File: src/rtl/cnn_pkg.sv
// Shared defaults, FSM state encoding and window-count helper for the CNN window sequencer.
package cnn_pkg;

  localparam int IMG_W_DEF  = 28;
  localparam int IMG_H_DEF  = 28;
  localparam int K_DEF      = 5;
  localparam int PIX_W_DEF  = 8;
  localparam int STRIDE_DEF = 1;
  localparam int ADDR_W_DEF = 17;

  typedef enum logic [2:0] {
    S_IDLE,
    S_FETCH,
    S_PRESENT,
    S_ADVANCE,
    S_DONE
  } state_t;

  function automatic int win_count(input int img_h, input int img_w, input int k, input int stride);
    return ((img_h - k) / stride + 1) * ((img_w - k) / stride + 1);
  endfunction

endpackage

File: src/rtl/window_addr_gen.sv
// Scan and fetch counters for the window sequencer: window origin (row,col), pixel offset (i,j),
// RAM address generation and the last-pixel / last-window flags.
module window_addr_gen
  import cnn_pkg::*;
#(
  parameter int IMG_W  = IMG_W_DEF,
  parameter int IMG_H  = IMG_H_DEF,
  parameter int K      = K_DEF,
  parameter int STRIDE = STRIDE_DEF,
  parameter int ADDR_W = ADDR_W_DEF,
  parameter int SW     = $clog2(K * K + 1)
) (
  input  logic              clk,
  input  logic              rst,
  input  logic              clear,
  input  logic              step,
  input  logic              advance,
  input  logic [ADDR_W-1:0] base_in,
  output logic [ADDR_W-1:0] addr,
  output logic [SW-1:0]     slot,
  output logic [4:0]        row,
  output logic [4:0]        col,
  output logic              reads_done,
  output logic              last_window
);

  localparam int KW = $clog2(K + 1);

  logic [KW-1:0]     i_q, i_d, j_q, j_d;
  logic [4:0]        row_q, row_d, col_q, col_d;
  logic              done_q, done_d;
  logic [ADDR_W-1:0] base_q, base_d;
  logic              last_pixel;

  assign last_pixel  = (i_q == KW'(K - 1)) && (j_q == KW'(K - 1));
  assign last_window = (int'(row_q) + STRIDE > IMG_H - K) && (int'(col_q) + STRIDE > IMG_W - K);
  assign addr        = base_q + (ADDR_W'(row_q) + ADDR_W'(i_q)) * ADDR_W'(IMG_W)
                     + ADDR_W'(col_q) + ADDR_W'(j_q);
  assign slot        = SW'(i_q) * SW'(K) + SW'(j_q);
  assign row         = row_q;
  assign col         = col_q;
  assign reads_done  = done_q;

  // Start clears everything and latches the frame base; advance steps the window origin.
  always_comb begin
    i_d    = i_q;
    j_d    = j_q;
    row_d  = row_q;
    col_d  = col_q;
    done_d = done_q;
    base_d = base_q;
    if (clear) begin
      i_d    = '0;
      j_d    = '0;
      row_d  = '0;
      col_d  = '0;
      done_d = 1'b0;
      base_d = base_in;
    end else if (advance) begin
      i_d    = '0;
      j_d    = '0;
      done_d = 1'b0;
      if (int'(col_q) + STRIDE > IMG_W - K) begin
        col_d = '0;
        row_d = row_q + 5'(STRIDE);
      end else begin
        col_d = col_q + 5'(STRIDE);
      end
    end else if (step) begin
      if (last_pixel) begin
        done_d = 1'b1;
      end else if (j_q == KW'(K - 1)) begin
        j_d = '0;
        i_d = i_q + KW'(1);
      end else begin
        j_d = j_q + KW'(1);
      end
    end
  end

  always_ff @(posedge clk) begin
    if (rst) begin
      i_q    <= '0;
      j_q    <= '0;
      row_q  <= '0;
      col_q  <= '0;
      done_q <= 1'b0;
      base_q <= '0;
    end else begin
      i_q    <= i_d;
      j_q    <= j_d;
      row_q  <= row_d;
      col_q  <= col_d;
      done_q <= done_d;
      base_q <= base_d;
    end
  end

endmodule

File: src/rtl/cnn_window_sequencer.sv
// KxK sliding-window feeder: fetches each window from pixel RAM and presents it over valid/ready.
// Holds the control FSM, the window capture register and the output handshake.
module cnn_window_sequencer
  import cnn_pkg::*;
#(
  parameter int IMG_W  = IMG_W_DEF,
  parameter int IMG_H  = IMG_H_DEF,
  parameter int K      = K_DEF,
  parameter int PIX_W  = PIX_W_DEF,
  parameter int STRIDE = STRIDE_DEF,
  parameter int ADDR_W = ADDR_W_DEF
) (
  input  logic                 CLK,
  input  logic                 RST,
  input  logic                 START,
  input  logic                 ABORT,
  input  logic [ADDR_W-1:0]    IMG_BASE,
  output logic                 MEM_RDEN,
  output logic [ADDR_W-1:0]    MEM_ADDR,
  input  logic [PIX_W-1:0]     MEM_RDATA,
  output logic                 WIN_VALID,
  input  logic                 WIN_READY,
  output logic [K*K*PIX_W-1:0] WIN_DATA,
  output logic [4:0]           WIN_ROW,
  output logic [4:0]           WIN_COL,
  output logic                 WIN_LAST,
  output logic                 BUSY,
  output logic                 FRAME_DONE
);

  localparam int SW = $clog2(K * K + 1);
  localparam int WW = K * K * PIX_W;

  state_t            state_q, state_d;
  logic              rd_pend_q, rd_pend_d;
  logic [SW-1:0]     cap_slot_q, cap_slot_d;
  logic [WW-1:0]     win_q, win_d;
  logic              rden, start_acc, adv;
  logic [ADDR_W-1:0] gen_addr;
  logic [SW-1:0]     gen_slot;
  logic              reads_done, last_window;

  window_addr_gen #(
    .IMG_W  (IMG_W),
    .IMG_H  (IMG_H),
    .K      (K),
    .STRIDE (STRIDE),
    .ADDR_W (ADDR_W),
    .SW     (SW)
  ) u_addr_gen (
    .clk         (CLK),
    .rst         (RST),
    .clear       (start_acc),
    .step        (rden),
    .advance     (adv),
    .base_in     (IMG_BASE),
    .addr        (gen_addr),
    .slot        (gen_slot),
    .row         (WIN_ROW),
    .col         (WIN_COL),
    .reads_done  (reads_done),
    .last_window (last_window)
  );

  // FETCH is left only once the final datum lands, one cycle after the last read.
  always_comb begin
    state_d   = state_q;
    rden      = 1'b0;
    start_acc = 1'b0;
    adv       = 1'b0;
    case (state_q)
      S_IDLE: begin
        if (START) begin
          state_d   = S_FETCH;
          start_acc = 1'b1;
        end
      end
      S_FETCH: begin
        rden = !reads_done;
        if (rd_pend_q && (cap_slot_q == SW'(K * K - 1))) state_d = S_PRESENT;
      end
      S_PRESENT: if (WIN_READY) state_d = S_ADVANCE;
      S_ADVANCE: begin
        if (last_window) begin
          state_d = S_DONE;
        end else begin
          state_d = S_FETCH;
          adv     = 1'b1;
        end
      end
      S_DONE:  state_d = S_IDLE;
      default: state_d = S_IDLE;
    endcase
    if (ABORT && (state_q != S_IDLE)) state_d = S_IDLE;
  end

  always_comb begin
    rd_pend_d  = rden && !ABORT;
    cap_slot_d = gen_slot;
    win_d      = win_q;
    if (rd_pend_q) win_d[int'(cap_slot_q) * PIX_W +: PIX_W] = MEM_RDATA;
  end

  always_ff @(posedge CLK) begin
    if (RST) begin
      state_q    <= S_IDLE;
      rd_pend_q  <= 1'b0;
      cap_slot_q <= '0;
      win_q      <= '0;
    end else begin
      state_q    <= state_d;
      rd_pend_q  <= rd_pend_d;
      cap_slot_q <= cap_slot_d;
      win_q      <= win_d;
    end
  end

  assign MEM_RDEN   = rden;
  assign MEM_ADDR   = rden ? gen_addr : '0;
  assign WIN_VALID  = (state_q == S_PRESENT);
  assign WIN_DATA   = win_q;
  assign WIN_LAST   = WIN_VALID && last_window;
  assign BUSY       = (state_q != S_IDLE);
  assign FRAME_DONE = (state_q == S_DONE);

endmodule

File: config.mk
export PLATFORM = sky130hd
export DESIGN_NAME = cnn_window_sequencer
export DESIGN_NICKNAME = d
export VERILOG_FILES = /design/src/rtl/cnn_pkg.sv /design/src/rtl/window_addr_gen.sv /design/src/rtl/cnn_window_sequencer.sv
export SDC_FILE = /design/constraint.sdc
export NUM_CORES = 1
export LEC_CHECK = 0
export CORE_ASPECT_RATIO = 0.6
export CORE_MARGIN = 10
export CORE_UTILIZATION = 35
export CTS_CLUSTER_SIZE = 30
export DETAILED_ROUTE_END_ITERATION = 6
export SLEW_MARGIN = 20
export SYNTH_ARGS = -nofsm -noshare
export SYNTH_HDL_FRONTEND = slang
export SYNTH_SLANG_ARGS = --single-unit
File: constraint.sdc
create_clock -name CLK -period 7.03 [get_ports CLK]
set_input_delay 1.406 -clock CLK [delete_from_list [all_inputs] [get_ports CLK]]
set_output_delay 1.406 -clock CLK [all_outputs]
set_load 0.05 [all_outputs]
=== Yosys cells after proc, flatten, opt, wreduce, memory -nomap -nowiden ===
Cells that the tools add are included.

* Flip-flop bits (word level): 243
* Latch bits: 0
* RAM bits: 0
* Memory bits (read-only): 0
* Input bits: 30
* Output and inout bits: 232
* Word-level logic and storage cells: 71
* Memories kept: 0

* Add/sub/neg operators: 12
* $mul: 2
* Divide/modulo/power cells: 0
* Magnitude comparators: 2
* Equal/unequal tests: 10
* Shifts and indexed selects: 2
* Mux-type cells: 14
* Bitwise operators: 1
* Reductions and logical operators: 18

{| class="wikitable"
|+ Operators by type and width
! kind !! count
|-
| bitwise mux 200 bit || 1
|-
| variable shift 8 x 33 -> 200 bit, first input constant || 1
|-
| variable part select 8 x 33 -> 200 bit || 1
|-
| greater-than comparator 32 x 6 -> 1 bit, second input constant || 2
|-
| negation 8 -> 33 bit || 1
|-
| adder 17 bit || 1
|-
| adder 17 x 3 -> 17 bit || 1
|-
| adder 17 x 5 -> 17 bit || 1
|-
| multiplier 17 x 3 -> 15 bit, second input constant || 1
|-
| two-way mux 17 bit || 1
|-
| two-way mux 3 bit || 5
|-
| adder 5 x 1 -> 6 bit, second input constant || 2
|-
| one-hot mux 3 bit (4 select lines) || 1
|-
| adder 5 x 1 -> 5 bit, second input constant || 2
|-
| == test 3 bit, second input constant || 3
|-
| adder 3 x 1 -> 3 bit, second input constant || 2
|-
| adder 5 x 3 -> 6 bit || 1
|-
| == test 3 x 2 -> 1 bit, second input constant || 2
|-
| logical AND 1 bit || 6
|-
| AND reduction 2 bit || 3
|-
| AND reduction 3 bit || 2
|-
| adder 5 x 3 -> 5 bit || 1
|-
| == test 5 bit, second input constant || 1
|-
| multiplier 3 x 3 -> 5 bit, second input constant || 1
|-
| other kinds (11) || 18
|}

=== Longest topological paths before layout ===
* Word-level depth: 6
* Mapped depth: 23
* Mapped depth without buffers: 23

=== By module ===
Synthesis repeated with hierarchy kept, for this count alone.

* Cell total of the unflattened synthesis: 1269
* Area total of the unflattened synthesis: 11808.8 µm²

{| class="wikitable"
|+ Modules (own cells, without submodules)
! module !! times used !! cells an instance !! area an instance (µm²)
|-
| cnn_window_sequencer || 1 || 893 || 8567.0
|-
| window_addr_gen || 1 || 376 || 3241.9
|}

=== Least setup slack after synthesis ===
No wires, ideal clock.

* Path kind: reg2out
* From: register u_addr_gen.row_q[0], in the netlist u_addr_gen.row[0]
* To: output port MEM_ADDR[12]
* Arrival time: 6.655 ns
* Required time: 5.624 ns
* Path slack: -1.031 ns
* Stages on the path, launching flop included: 22
* Cell sequence: dfxtp_1 ha_1 inv_1 fa_1 nor2b_1 o21ai_0 xnor2_1 inv_1 fa_1 inv_1 ha_1 a21oi_1 o21bai_1 a21oi_1 xnor2_1 ha_1 ha_1 ha_1 a211o_1 a211oi_1 nor3_1 nor4_1

* Longest elaborated chain between the ends: 6

{| class="wikitable"
|+ Ends and longest elaborated chain
! element !! RTL line !! RTL
|-
| from (decl) || window_addr_gen.sv:30 || <nowiki>logic [4:0] row_q, row_d, col_q, col_d;</nowiki>
|-
| from (signal assigned) || window_addr_gen.sv:92 || <nowiki>row_q <= row_d;</nowiki>
|-
| adder 5 x 3 -> 6 bit || window_addr_gen.sv:37 || <nowiki>assign addr = base_q + (ADDR_W'(row_q) + ADDR_W'(i_q)) * ADDR_W'(IMG_W)</nowiki>
|-
| multiplier 17 x 3 -> 15 bit || window_addr_gen.sv:37 ||
|-
| adder 17 bit || window_addr_gen.sv:37 ||
|-
| adder 17 x 5 -> 17 bit || window_addr_gen.sv:38 || <nowiki>+ ADDR_W'(col_q) + ADDR_W'(j_q);</nowiki>
|-
| adder 17 x 3 -> 17 bit || window_addr_gen.sv:38 ||
|-
| two-way mux 17 bit || cnn_window_sequencer.sv:119 || <nowiki>assign MEM_ADDR = rden ? gen_addr : '0;</nowiki>
|-
| to (decl) || cnn_window_sequencer.sv:19 || <nowiki>output logic [ADDR_W-1:0] MEM_ADDR,</nowiki>
|}

Every way passes these cells.

=== Worst setup path in the final report ===
* From: register u_addr_gen.i_q[0]
* To: output port MEM_ADDR[16]

* Longest elaborated chain between the ends: 6

{| class="wikitable"
|+ Ends and longest elaborated chain
! element !! RTL line !! RTL
|-
| from (decl) || window_addr_gen.sv:29 || <nowiki>logic [KW-1:0] i_q, i_d, j_q, j_d;</nowiki>
|-
| from (signal assigned) || window_addr_gen.sv:90 || <nowiki>i_q <= i_d;</nowiki>
|-
| adder 5 x 3 -> 6 bit || window_addr_gen.sv:37 ||
|-
| multiplier 17 x 3 -> 15 bit || window_addr_gen.sv:37 ||
|-
| adder 17 bit || window_addr_gen.sv:37 ||
|-
| adder 17 x 5 -> 17 bit || window_addr_gen.sv:38 ||
|-
| adder 17 x 3 -> 17 bit || window_addr_gen.sv:38 ||
|-
| two-way mux 17 bit || cnn_window_sequencer.sv:119 ||
|}

Every way passes these cells.

==> results.ini <==
[route]
drc=0
antenna_left=0
routed_wirelength_mm=40.1
vias=10100
drt_iter0_drc=706
firstDrtPassIters=7
vias_per_cell=5.03
wl_per_cell_microns=20.1

[floorplan]
die_y_microns=163
dieArea_sq_um=42200
initial_core_util=0.354
die_w_microns=259
num_rows=52
io_pins=262
core_area_sq_um=33700

[placed_design]
place_area_sq_um=15100
finalWeightedCongestion=0.859
numPortBuffers=261
dp_slack_ns=-0.0417
place_hpwl_mm=29.7

[pwr]
p_leak_nw=6.65
pwr-share-clk=0.457
power.switching_mw=0.708
netSwitchingFraction=0.239
peakVddDrop_mv=0.123
p_seq_frac=0.472
p_int_mw=2.25
power_density_nw_per_um2=181
combPwrFrac=0.071

[sta]
whs_ns=0.449
tightest_slew_ns=1.03
max-slew-margin-rel=0.308
min_period_ns=7.02
rsz0062_at_grt=yes
max_clock_freq_mhz=142
finClkSkew_ns=0.0106
fin_crit_sh=0.999
hold_violations=0
drv_slew=0
finalWorstSetupSlack_ns=0.00544
setup_viol=0

[clocking]
root_buffer=clkbuf_16
ctsLongestPathBuffers=3
hold_buffers=0
cts_tree=built
clk_pin_slew_ns=0.06
htree_levels=1
cts_buffers=24
clock-sinks=243
clkLatencyLatePin_ns=0.53

[logic_synthesis]
synth_cell_types=71
syn_inst=1271
syn_area_per_cell_sq_um=9.40
async_flop_share=0
yosysWarnings=0
netlist_area_sq_um=11900
synth_seq_cells=243
syn_nets=1372
ys_seq_area_frac=0.407
synth_top_flop_cell=dfxtp_1
synth_edf_count=0

[global_route]
antenna_found_initial=1
overflow=0
grt.met1_usage=0.258
grt.total_usage=0.182
busiest_layer=met2
grtUsageMet3=0.0439
grt_pass1_wl_mm=60.5
grt_pass1_vias=9941
grtUsageMet2=0.268
grt_max_degree=104

[worst_setup_path]
worstPathRequired_ns=5.62
critPathLaunchType=register
reg2reg_depth=11
endpoint_kind=primary output
arrival_ns=5.62
crit_fanout=4
path_class=register to primary output

[cells_and_area]
drive_above_1_share=0.115
final_area_sq_um=16400
seq_area_sq_um=4880
final_util=0.486
antenna_cells=0
multi_input_area_sq_um=7000
fillerInstances=3190
num-nets-final=1623
area_delta_synth_final_pct=37.1

[flow_run]
cap_violations=0

[min_path]
holdCritPathClass=register to register
holdPathStages=2

[outcome]
status=finished clean

==> cells by family (layout without fill, tap and decap cells) <==
kind of cell | count (synthesis) | in the layout | share of synthesized area
adder cells (fa/ha/maj) | 71 | 71 | 0.0838
AND/OR/NAND/NOR | 503 | 503 | 0.240
XOR/XNOR | 19 | 19 | 0.0139
AO/OA/AOI/OAI | 178 | 178 | 0.0953
flip-flops | 243 | 243 | 0.407
multiplexers | 142 | 142 | 0.121
buffers and inverters | 115 | 384 | 0.0391
==> cells in the mapped netlist, types with 4 or more instances <==
cell type | number | area share
clkbuf_1 | 44 | 0.014
or3_1 | 6 | 0.0031
or4_1 | 4 | 0.0025
nor3_1 | 24 | 0.010
a21o_1 | 10 | 0.0063
mux2_2 | 16 | 0.015
o21ai_1 | 28 | 0.012
o21ai_0 | 32 | 0.013
nand2b_1 | 160 | 0.084
dfxtp_1 | 243 | 0.41
and2_1 | 20 | 0.010
nor4_1 | 6 | 0.0031
a211oi_1 | 4 | 0.0025
and3_1 | 4 | 0.0021
and4_1 | 5 | 0.0037
fa_1 | 15 | 0.025
inv_1 | 48 | 0.015
o31ai_1 | 20 | 0.013
nand2_2 | 6 | 0.0031
ha_1 | 56 | 0.059
nor2b_1 | 31 | 0.016
xnor2_1 | 13 | 0.0095
nor2_1 | 30 | 0.0094
mux2i_1 | 126 | 0.11
nand2_1 | 108 | 0.034
a21oi_1 | 46 | 0.019
nand4_1 | 28 | 0.015
nand3_1 | 21 | 0.0088
xor2_1 | 6 | 0.0044
nand3b_1 | 33 | 0.021
buf_2 | 19 | 0.0080
==> cells in the final DEF, fill, tap and decap left out, drive strengths merged, types with 42 or more instances in the layout <==
master / count
a21oi: 47
buf: 42
clkdlybuf4s50: 250
dfxtp: 243
ha: 56
inv: 48
mux2i: 126
nand2: 114
nand2b: 160
o21ai: 61
==> state kept, by name, indices dropped and copies added (netlist names) <==
signal and count:
WIN_DATA 200, cap_slot_q 5, rd_pend_q 1, state_q 3, u_addr_gen.base_q 17, u_addr_gen.col 5
u_addr_gen.i_q 3, u_addr_gen.j_q 3, u_addr_gen.reads_done 1, u_addr_gen.row 5
==> final cells by class <==
| type | instances | area share |
|---|---|---|
| Clock buffer | 35 | 0.0442 |
| Clock inverter | 9 | 0.00619 |
| Multi-Input combinational cell | 913 | 0.427 |
| Sequential cell | 243 | 0.298 |
| Tap cell | 459 | 0.0351 |
| Inverter | 48 | 0.0110 |
| Timing Repair Buffer | 292 | 0.178 |
==> per-layer routing <==
metal  share of wire  vias to the layer above
met5               0                        -
met2            0.43                      256
met4           0.026                        0
li1                -                     4898
met3           0.060                       55
met1            0.49                     4843
==> stage by stage <==
stage	setup TNS (ns)	power, mW	cells
after floorplan	0	1.55	1271
after global placement	0	1.63	1936
after detailed placement	-0.0417	1.63	1937
after CTS	0	2.99	1990
after global routing	-0.398	3.07	1999
final	0	2.96	1999
==> power by group through the flow <==
stage	registers, mW	clock network, mW	logic (mW)
2_1_floorplan	1.43	0	0.125
3_3_place_gp	1.43	0	0.200
3_5_place_dp	1.43	0	0.201
4_1_cts	1.40	1.39	0.205
5_1_grt	1.40	1.45	0.226
6_report	1.40	1.35	0.210
==> critical path, cell delays in order, from the launching register on <==
cell and delay (ns):
dfxtp_2 0.36, ha_4 0.14, inv_2 0.04, fa_2 0.38, buf_6 0.14, xor2_4 0.16, fa_1 0.56, inv_2 0.07
ha_4 0.21, a21o_1 0.20, a21oi_4 0.15, o21bai_1 0.08, a21oi_1 0.19, xnor2_1 0.16, ha_1 0.30, ha_4 0.30
ha_4 0.20, a211o_1 0.32, a2111o_1 0.39, o211ai_1 0.17, buf_4 0.18, o21ai_4 0.06, a21oi_4 0.15, buf_12 0.16
==> final timing paths <==
| check | slack, ns | end | from |
|---|---|---|---|
| min reg2reg | 0.45 | WIN_DATA[6] | WIN_DATA[6] |
| max | 0.005 | MEM_ADDR[16] | u_addr_gen.i_q[0] |
| max reg2reg | 2.58 | WIN_DATA[97] | cap_slot_q[0] |
| min | 0.45 | WIN_DATA[6] | WIN_DATA[6] |
==> what timing repair did <==
action                     CTS  global route
gates resized for setup     27            33
pin swaps                   26            34
setup endpoints to repair    7             8
setup buffers                9            10
(Power assumes the default switching activity.)
